===== config.mk =====
export PLATFORM = sky130hd
export DESIGN_NAME = mem_port_arbiter
export DESIGN_NICKNAME = d
export VERILOG_FILES = /design/src/rtl/riscv_mem_pkg.sv /design/src/rtl/mem_timeout_ctr.sv /design/src/rtl/mem_port_arbiter.sv
export SDC_FILE = /design/constraint.sdc
export NUM_CORES = 1
export LEC_CHECK = 0
export ABC_AREA = 1
export BUFFER_PORTS_ARGS = -buffer_cell sky130_fd_sc_hd__buf_2
export CORE_ASPECT_RATIO = 0.75
export CORE_MARGIN = 1
export CORE_UTILIZATION = 47
export CTS_CLUSTER_SIZE = 24
export DETAILED_ROUTE_END_ITERATION = 6
export PLACE_DENSITY = 0.91
export SETUP_SLACK_MARGIN = 0.5
export SLEW_MARGIN = 20
export SYNTH_ARGS = -nofsm -noshare
export SYNTH_HDL_FRONTEND = slang
export SYNTH_SLANG_ARGS = --single-unit

===== constraint.sdc =====
create_clock -name clk -period 1.55 [get_ports clk]
set_input_delay 0.31 -clock clk [delete_from_list [all_inputs] [get_ports clk]]
set_output_delay 0.31 -clock clk [all_outputs]
set_load 0.01 [all_outputs]

===== src/rtl/riscv_mem_pkg.sv =====
// Shared types and constants for the unified memory port arbiter.
package riscv_mem_pkg;

  typedef enum logic [1:0] {
    IDLE      = 2'd0,
    DATA_BUSY = 2'd1,
    INST_BUSY = 2'd2
  } arb_state_t;

  typedef enum logic {
    GNT_IF   = 1'b0,
    GNT_DATA = 1'b1
  } grant_t;

  // Wide enough for any supported data width; users slice the low DATA_W/8 bits.
  localparam logic [63:0] BE_ALL = '1;

endpackage


===== src/rtl/mem_timeout_ctr.sv =====
// Counts busy cycles without an acknowledge; expired flags the last allowed cycle.
module mem_timeout_ctr #(
  parameter int TIMEOUT = 64
) (
  input  logic clk,
  input  logic reset,
  input  logic clear,
  input  logic enable,
  output logic expired
);

  localparam int CW = (TIMEOUT > 2) ? $clog2(TIMEOUT) : 1;

  logic [CW-1:0] cnt_q, cnt_d;

  assign expired = (cnt_q == CW'(TIMEOUT - 1));

  always_comb begin
    cnt_d = cnt_q;
    if (clear) begin
      cnt_d = '0;
    end else if (enable && !expired) begin
      cnt_d = cnt_q + CW'(1);
    end
  end

  always_ff @(posedge clk) begin
    if (reset) begin
      cnt_q <= '0;
    end else begin
      cnt_q <= cnt_d;
    end
  end

endmodule


===== src/rtl/mem_port_arbiter.sv =====
// Shares one memory port between instruction fetch and load/store with
// round-robin arbitration, back-to-back grants and an acknowledge timeout.
// Handshake: mem_req rises the cycle after a grant and holds with stable
// address/data until mem_ack is seen at a clock edge; the requester's ready
// pulses for exactly one cycle after that edge.
module mem_port_arbiter
  import riscv_mem_pkg::*;
#(
  parameter int ADDR_W  = 32,
  parameter int DATA_W  = 32,
  parameter int TIMEOUT = 64
) (
  input  logic                clk,
  input  logic                reset,
  input  logic                if_req,
  input  logic [ADDR_W-1:0]   if_addr,
  output logic [DATA_W-1:0]   if_rdata,
  output logic                if_ready,
  input  logic                dm_read,
  input  logic                dm_write,
  input  logic [ADDR_W-1:0]   dm_addr,
  input  logic [DATA_W-1:0]   dm_wdata,
  input  logic [DATA_W/8-1:0] dm_be,
  output logic [DATA_W-1:0]   dm_rdata,
  output logic                dm_ready,
  output logic                mem_req,
  output logic                mem_we,
  output logic [ADDR_W-1:0]   mem_addr,
  output logic [DATA_W-1:0]   mem_wdata,
  output logic [DATA_W/8-1:0] mem_be,
  input  logic [DATA_W-1:0]   mem_rdata,
  input  logic                mem_ack,
  output logic                stall_if,
  output logic                stall_mem,
  output logic                err
);

  localparam int BE_W = DATA_W / 8;

  arb_state_t        state_q, state_d;
  grant_t            last_grant_q, last_grant_d;
  logic              mem_req_q, mem_req_d;
  logic              mem_we_q, mem_we_d;
  logic [ADDR_W-1:0] mem_addr_q, mem_addr_d;
  logic [DATA_W-1:0] mem_wdata_q, mem_wdata_d;
  logic [BE_W-1:0]   mem_be_q, mem_be_d;
  logic [DATA_W-1:0] if_rdata_q, if_rdata_d;
  logic [DATA_W-1:0] dm_rdata_q, dm_rdata_d;
  logic              if_ready_q, if_ready_d;
  logic              dm_ready_q, dm_ready_d;
  logic              err_q, err_d;

  logic   if_done, dm_done, if_pend, dm_pend;
  logic   arb_en, do_grant, busy, expired, timeout_hit;
  grant_t grant_sel;

  // A requester completing at this edge is not pending, so the other side
  // can be granted in the ack cycle without a bubble.
  always_comb begin
    busy        = (state_q != IDLE);
    if_done     = (state_q == INST_BUSY) && mem_ack;
    dm_done     = (state_q == DATA_BUSY) && mem_ack;
    if_pend     = if_req && !if_done;
    dm_pend     = (dm_read || dm_write) && !dm_done;
    arb_en      = (state_q == IDLE) || if_done || dm_done;
    do_grant    = arb_en && (if_pend || dm_pend);
    timeout_hit = busy && expired && !mem_ack;
    grant_sel   = GNT_IF;
    if (if_pend && dm_pend) begin
      grant_sel = (last_grant_q == GNT_IF) ? GNT_DATA : GNT_IF;
    end else if (dm_pend) begin
      grant_sel = GNT_DATA;
    end
  end

  always_comb begin
    state_d      = state_q;
    last_grant_d = last_grant_q;
    mem_req_d    = mem_req_q;
    mem_we_d     = mem_we_q;
    mem_addr_d   = mem_addr_q;
    mem_wdata_d  = mem_wdata_q;
    mem_be_d     = mem_be_q;
    if_rdata_d   = if_rdata_q;
    dm_rdata_d   = dm_rdata_q;
    if_ready_d   = 1'b0;
    dm_ready_d   = 1'b0;
    err_d        = 1'b0;

    if (if_done) begin
      if_rdata_d = mem_rdata;
      if_ready_d = 1'b1;
    end
    if (dm_done) begin
      if (!mem_we_q) dm_rdata_d = mem_rdata;
      dm_ready_d = 1'b1;
    end

    if (timeout_hit) begin
      err_d     = 1'b1;
      mem_req_d = 1'b0;
      state_d   = IDLE;
    end else if (arb_en) begin
      if (do_grant) begin
        mem_req_d    = 1'b1;
        last_grant_d = grant_sel;
        if (grant_sel == GNT_DATA) begin
          state_d     = DATA_BUSY;
          mem_we_d    = dm_write;
          mem_addr_d  = dm_addr;
          mem_wdata_d = dm_wdata;
          mem_be_d    = dm_write ? dm_be : BE_ALL[BE_W-1:0];
        end else begin
          state_d     = INST_BUSY;
          mem_we_d    = 1'b0;
          mem_addr_d  = if_addr;
          mem_wdata_d = '0;
          mem_be_d    = BE_ALL[BE_W-1:0];
        end
      end else begin
        state_d   = IDLE;
        mem_req_d = 1'b0;
      end
    end
  end

  always_ff @(posedge clk) begin
    if (reset) begin
      state_q      <= IDLE;
      last_grant_q <= GNT_IF;
      mem_req_q    <= 1'b0;
      mem_we_q     <= 1'b0;
      mem_addr_q   <= '0;
      mem_wdata_q  <= '0;
      mem_be_q     <= '0;
      if_rdata_q   <= '0;
      dm_rdata_q   <= '0;
      if_ready_q   <= 1'b0;
      dm_ready_q   <= 1'b0;
      err_q        <= 1'b0;
    end else begin
      state_q      <= state_d;
      last_grant_q <= last_grant_d;
      mem_req_q    <= mem_req_d;
      mem_we_q     <= mem_we_d;
      mem_addr_q   <= mem_addr_d;
      mem_wdata_q  <= mem_wdata_d;
      mem_be_q     <= mem_be_d;
      if_rdata_q   <= if_rdata_d;
      dm_rdata_q   <= dm_rdata_d;
      if_ready_q   <= if_ready_d;
      dm_ready_q   <= dm_ready_d;
      err_q        <= err_d;
    end
  end

  mem_timeout_ctr #(
    .TIMEOUT (TIMEOUT)
  ) u_timeout (
    .clk     (clk),
    .reset   (reset),
    .clear   (do_grant),
    .enable  (busy),
    .expired (expired)
  );

  assign mem_req   = mem_req_q;
  assign mem_we    = mem_we_q;
  assign mem_addr  = mem_addr_q;
  assign mem_wdata = mem_wdata_q;
  assign mem_be    = mem_be_q;
  assign if_rdata  = if_rdata_q;
  assign dm_rdata  = dm_rdata_q;
  assign if_ready  = if_ready_q;
  assign dm_ready  = dm_ready_q;
  assign err       = err_q;
  assign stall_if  = if_req && !if_ready_q;
  assign stall_mem = (dm_read || dm_write) && !dm_ready_q;

endmodule


==> results of run 1 <==
[cell type report]
cell class                 count  area share [%]
multi-input combinational    532            27.4
tap                          166            2.10
inverter                      80            3.09
clock buffer                  21            4.66
timing repair buffer         329            29.9
sequential                   146            31.3
clock inverter                11            1.52
[sequential cells by signal, summed over array words and instances (netlist names)]
name	cells
last_grant_q	1
dm_rdata	32
mem_req	1
state_q	2
mem_be	4
u_timeout.cnt_q	6
dm_ready	1
if_rdata	32
mem_addr	32
mem_wdata	32
if_ready	1
mem_we	1
err	1
[logic make-up after synthesis]
| logic type | after synthesis | synth area share, % |
|---|---|---|
| compound gates | 139 | 11.7 |
| fa+ha+maj | 1 | 0.211 |
| flops | 146 | 49.2 |
| xor+xnor | 2 | 0.295 |
| simple gates | 390 | 28.3 |
| buf+inv | 138 | 10.3 |
[tightest hold or removal path: stages]
cell and delay (ps):
buf_2 80, nor2_1 30, nor2_1 70
[cell usage in the layout, fill, tap and decap left out, types with 4 or more instances in the layout]
cell / Yosys / layout
buf_2: 16 / 145
nand2_1: 129 / 125
dfxtp_2: 0 / 132
inv_2: 3 / 4
buf_16: 0 / 6
a21oi_1: 74 / 45
nand3_1: 69 / 66
buf_6: 8 / 142
nor2_2: 1 / 14
nor2_1: 151 / 131
a21oi_2: 0 / 26
o21ai_1: 0 / 8
buf_4: 3 / 20
nand3_4: 2 / 4
buf_12: 0 / 10
nor2_4: 0 / 7
inv_1: 77 / 74
clkbuf_16: 0 / 20
dfxtp_1: 146 / 11
o21ai_0: 65 / 55
nand4_1: 34 / 34
[per-layer routing]
| layer | GRT usage [%] | vias to the layer above |
|---|---|---|
| met2 | 54.5 | 384 |
| met1 | 36.1 | 3215 |
| met4 | 13.8 | 0 |
| met5 | 0 | - |
| met3 | 8.46 | 73 |
| li1 | - | 3221 |
[repair_timing]
item,CTS,global route
endpoints found under the setup margin,283,283
buffers inserted,15,3
cloned,4,4
gates resized for setup,323,48
pin swaps,12,13
[where the power goes]
| part | total [mW] | internal (mW) | leakage (nW) | switching [mW] |
|---|---|---|---|---|
| sequential | 4.90 | 4.45 | 1.25 | 0.444 |
| combinational | 4.86 | 2.40 | 3.12 | 2.46 |
| clock | 4.27 | 2.63 | 0.294 | 1.63 |
| total | 14.0 | 9.49 | 4.66 | 4.54 |
[final timing paths]
kind | from | to | slack (ps)
worst max-delay path | state_q[0] | mem_addr[10] | 100
worst min register to register | mem_wdata[13] | mem_wdata[13] | 470
worst min-delay path | dm_be[3] | mem_be[3] | 110
worst max register to register | state_q[0] | mem_addr[10] | 100
[stage by stage]
stage                     cell area, um^2  power (mW)
after floorplan                      6010        6.78
after global placement               7590        7.92
after detailed placement             7590        8.01
after CTS                            9620        13.5
after global routing                 9890        14.6
final                                9890        14.0
==> flow_summary.json, run 1 <==
{
  "status": "finished clean",
  "multiInputGateArea_um2": 2710,
  "dpl.hpwl_um": 12000,
  "row_count": 35,
  "drive_gt1_share_pct": 50.5,
  "synth_cell_types": 21,
  "nets": 1245,
  "avgSynthCellArea_um2": 7.28,
  "min_path_cells": 3,
  "fin_tns_setup_ps": 0,
  "critPathBufInv": 4,
  "slew_headroom_pct": 73.1,
  "antenna_found_initial": 0,
  "syn2layout_area_growth_pct": 66.4,
  "overflow": 0,
  "path_clk_slew_ps": 60,
  "ir_worst_vdd_uv": 854,
  "rsz0062_at_grt": "yes",
  "seq_area_um2": 3100,
  "yosys-top-cells-area": "dfxtp_1 49%, nor2_1 9.5%, nand2_1 8.1%",
  "yosysWarnings": 0,
  "worst_ep_required_time_ps": 1890,
  "top_layer": "met4",
  "ys_ff_latch": 146,
  "yosysSeqAreaShare_pct": 49.2,
  "hold_buffers": 0,
  "crit_fanout": 7,
  "yosys-top-cells-count": "151 x nor2_1, 146 x dfxtp_1, 129 x nand2_1",
  "fin_util_pct": 80.4,
  "grt_pass1_wl_um": 32400,
  "syn_inst": 816,
  "slowest_delay_ps": 400,
  "gp_congestion": 0.861,
  "final_cell_count_no_fill": 1285,
  "worst-endpoint-arrival_ps": 1790,
  "grt_max_degree": 70,
  "timing.final.ws_setup_ps": 103,
  "async_flop_share_pct": 0,
  "place_ws_ps": -7.58,
  "synth_ff_type": "dfxtp_1",
  "dieHeight_um": 99.4,
  "grt_pass1_vias": 6547,
  "grtUsageTotal_pct": 31.2,
  "cellPowerDensity_nw_per_um2": 1420,
  "antenna_cells": 0,
  "worstSetupEndpointType": "flop",
  "first_pass_iters": 5,
  "holdWs_ps": 115,
  "core_um2": 12300,
  "p_leak_nw": 4.66,
  "finalSetupViolations": 0,
  "wirelength_um": 21700,
  "start_util_pct": 48.3,
  "dieWidth_um": 132,
  "cts_sinks": 146,
  "hold_class": "in -> reg",
  "critical-path-slowest-cell": "dfxtp_4",
  "wl_met1_um": 8410,
  "fmaxAchievable_mhz": 691,
  "ff2ff_path_depth": 10,
  "maxCapViolCount": 0,
  "ctsLongestPathBuffers": 2,
  "route.met3.wl_um": 1740,
  "drtIter0Drc": 498,
  "cts_tree": "done",
  "clock_latency_ps": 410,
  "finClkSkew_ps": 11.5,
  "tightestPinTransition_ps": 404,
  "crit_family": "buffers and inverters",
  "worst_path_most_repeated_cell": "nand2_2",
  "portBuffers": 276,
  "h-tree-depth": 4,
  "startpoint_type": "flop",
  "synth.largest_area_cell": "dfxtp_1",
  "dr_wl_met2_um": 10800,
  "wire_per_inst_um": 16.9,
  "cts_made_buffers": 17,
  "path_depth": 10,
  "synth_enable_flop_cells": 0,
  "synth_area_um2": 5940,
  "nFillCells": 703,
  "slew_viol_final": 0,
  "root_buffer": "clkbuf_16",
  "path_cells": "inv_2 -> nand3_4 -> nand2_2 -> nand2_2 -> nand2_4 -> buf_12 -> buf_16 -> a21oi_2 -> nand2_1 -> inv_1",
  "fp.dieArea_um2": 13100,
  "synth_top_area_share_pct": 49.2,
  "route.detailed.drc": 0,
  "synth.most_common_cell": "nor2_1",
  "syn-num-nets": 955,
  "ant_nets": 0,
  "setup.worst_path.class": "reg -> reg",
  "via_per_inst": 5.36,
  "hold_viol": 0,
  "period_share_pct": 93.3,
  "placed_cells": 1227,
  "vias": 6893,
  "min_period_ps": 1450,
  "io_pins": 277
}
(Power assumes the default switching activity.)
==> run 2, diff against run 1 <==
- ABC_AREA: 1 -> not set
- BUFFER_PORTS_ARGS: -buffer_cell sky130_fd_sc_hd__buf_2 -> -buffer_cell sky130_fd_sc_hd__buf_4
- CORE_UTILIZATION: 47 -> 46
- PLACE_DENSITY: 0.91 -> 0.9
==> run 2 against run 1 <==
The run now ends with setup timing left. Synthesized area fell by 7.0%. Setup slack got worse by 280 ps. Wire length grew 35%. Clock skew rose by 6.6 ps. Die area shrank 4.9%. Final cell count is 11% lower. Synthesized cell count decreased by 22%. Combinational power fell by 29%. Sequential power decreased by 7.3%. Sequential share of layout area decreased by 1.2 points. Hold slack worse by 9.6 ps. Largest power group is now the clock network.
==> flow_summary.json, run 2 <==
{
  "root_buffer": "clkbuf_16",
  "yosys-top-cells-area": "dfxtp_1 53%, nand2_1 9.0%, a21oi_1 6.2%",
  "wire_per_inst_um": 25.8,
  "start_util_pct": 47.4,
  "slew_viol_final": 0,
  "overflow": 0,
  "async_flop_share_pct": 0,
  "dieWidth_um": 129,
  "synth_top_area_share_pct": 52.9,
  "vias": 7250,
  "finClkSkew_ps": 18.1,
  "worst-endpoint-arrival_ps": 2000,
  "grt_pass1_wl_um": 35200,
  "row_count": 34,
  "yosysSeqAreaShare_pct": 52.9,
  "portBuffers": 276,
  "nets": 1102,
  "timing.final.ws_setup_ps": -177,
  "drive_gt1_share_pct": 63.2,
  "worstSetupEndpointType": "flop",
  "cts_tree": "done",
  "clock_latency_ps": 430,
  "path_clk_slew_ps": 70,
  "antenna_cells": 0,
  "avgSynthCellArea_um2": 8.69,
  "violations": "setup timing",
  "min_period_ps": 1730,
  "place_ws_ps": -259,
  "gp_congestion": 0.839,
  "final_cell_count_no_fill": 1138,
  "period_share_pct": 111,
  "status": "finished with violations",
  "syn2layout_area_growth_pct": 86.2,
  "hold_class": "in -> reg",
  "synth_area_um2": 5530,
  "ant_nets": 0,
  "min_path_cells": 2,
  "syn-num-nets": 775,
  "finalSetupViolations": 78,
  "worst_ep_required_time_ps": 1830,
  "core_um2": 11700,
  "synth_ff_type": "dfxtp_1",
  "ys_ff_latch": 146,
  "layout_common_cells": "199 x buf_4, 145 x buf_6, 138 x dfxtp_2, 108 x nand2_1, 44 x a21oi_1",
  "fmaxAchievable_mhz": 579,
  "synth_cell_types": 40,
  "fin_util_pct": 88.3,
  "wirelength_um": 29300,
  "route.detailed.drc": 0,
  "crit_fanout": 46,
  "cts_sinks": 146,
  "cellPowerDensity_nw_per_um2": 1220,
  "p_leak_nw": 4.45,
  "synth_enable_flop_cells": 0,
  "drtIter0Drc": 1028,
  "antenna_found_initial": 0,
  "startpoint_type": "flop",
  "yosys-top-cells-count": "146 x dfxtp_1, 133 x nand2_1, 68 x a21oi_1",
  "dpl.hpwl_um": 12700,
  "grt_max_degree": 47,
  "h-tree-depth": 4,
  "ir_worst_vdd_uv": 922,
  "rsz0062_at_grt": "yes",
  "syn_inst": 636,
  "cts_made_buffers": 17,
  "tightestPinTransition_ps": 619,
  "synth.most_common_cell": "dfxtp_1",
  "hold_buffers": 0,
  "maxCapViolCount": 0,
  "ff2ff_path_depth": 5,
  "setup.worst_path.class": "reg -> reg",
  "synth.largest_area_cell": "dfxtp_1",
  "yosysWarnings": 0,
  "mostFrequentLayoutCell": "buf_4",
  "first_pass_iters": 6,
  "fp.dieArea_um2": 12500,
  "placed_cells": 1054,
  "io_pins": 277,
  "r2r_slack_ps": -180,
  "dieHeight_um": 96.9,
  "grt_pass1_vias": 6622,
  "slew_headroom_pct": 58.7,
  "grtUsageTotal_pct": 36.5,
  "via_per_inst": 6.37,
  "ctsLongestPathBuffers": 2,
  "holdWs_ps": 105,
  "hold_viol": 0
}
==> run 2: changes by cell type after synthesis, moves of 5 or more <==
cell and change:
a22o_1 +33, o211ai_1 +35, nor2_1 -134, a31oi_1 +35, clkbuf_1 +7, inv_1 -73
nand4_1 -34, nand3_1 -36, o21ai_0 -29, o22ai_1 +5, a21oi_1 -6
==> run 2: critical path: stages, from the launching register on <==
cell	delay [ps]
dfxtp_2	350
and3b_1	220
a221o_2	430
buf_12	220
o21ai_1	260
a31oi_1	100
==> run 2: path summary, 6_finish.rpt <==
kind | startpoint | end
setup reg to reg | state_q[1] | mem_addr[2]
setup / recovery | state_q[1] | mem_addr[2]
hold / removal | dm_wdata[3] | mem_wdata[3]
hold reg to reg | if_rdata[3] | if_rdata[3]
==> run 2: where the power goes <==
group / leakage, nW / internal [mW] / switching, mW
clock network: 0.307 / 2.78 / 1.79
logic: 2.89 / 1.75 / 1.70
registers: 1.25 / 4.21 / 0.337
==> run 2: per-layer routing <==
layer  vias up  track usage [%]  part of all wire (%)
li1       2925                -                     -
met1      3364             40.6                    33
met2       735             60.8                    45
met3       224             12.1                    13
met4         2             20.8                   8.0
met5         -                0                  0.21
==> run 2: logic make-up after synthesis <==
kind of cell	Yosys count	share of synthesized area (%)
and+or+nand+nor	203	15.9
xor gates and xnor gates	1	0.159
muxes	1	0.181
buffers and inverters	62	5.12
DFF	146	52.9
adders and majority gates	1	0.226
AOI/OAI and AO/OA	222	25.6
==> run 2: through the flow <==
step / area, um^2 / total power [mW] / TNS (ps)
2_1_floorplan: 5650 / 5.65 / -249
3_3_place_gp: 7960 / 6.81 / -12280
3_5_place_dp: 7960 / 6.88 / -14710
4_1_cts: 9730 / 11.8 / 0
5_1_grt: 10300 / 12.9 / -6030
6_report: 10300 / 12.6 / -3380
==> run 2: area by class of cell <==
cell class / count / area (um^2)
Sequential cell: 146 / 3110
Clock buffer: 19 / 443
Fill cell: 493 / 1360
Timing Repair Buffer: 366 / 3630
Inverter: 4 / 15.0
Tap cell: 162 / 203
Clock inverter: 13 / 199
Multi-Input combinational cell: 428 / 2690
==> run 2: what timing repair did <==
action | 4_1_cts | 5_1_grt
pin swaps | 14 | 22
buffers inserted | 16 | 26
resized for setup | 318 | 71
endpoints found under the setup margin | 283 | 285
cloned | 6 | 4
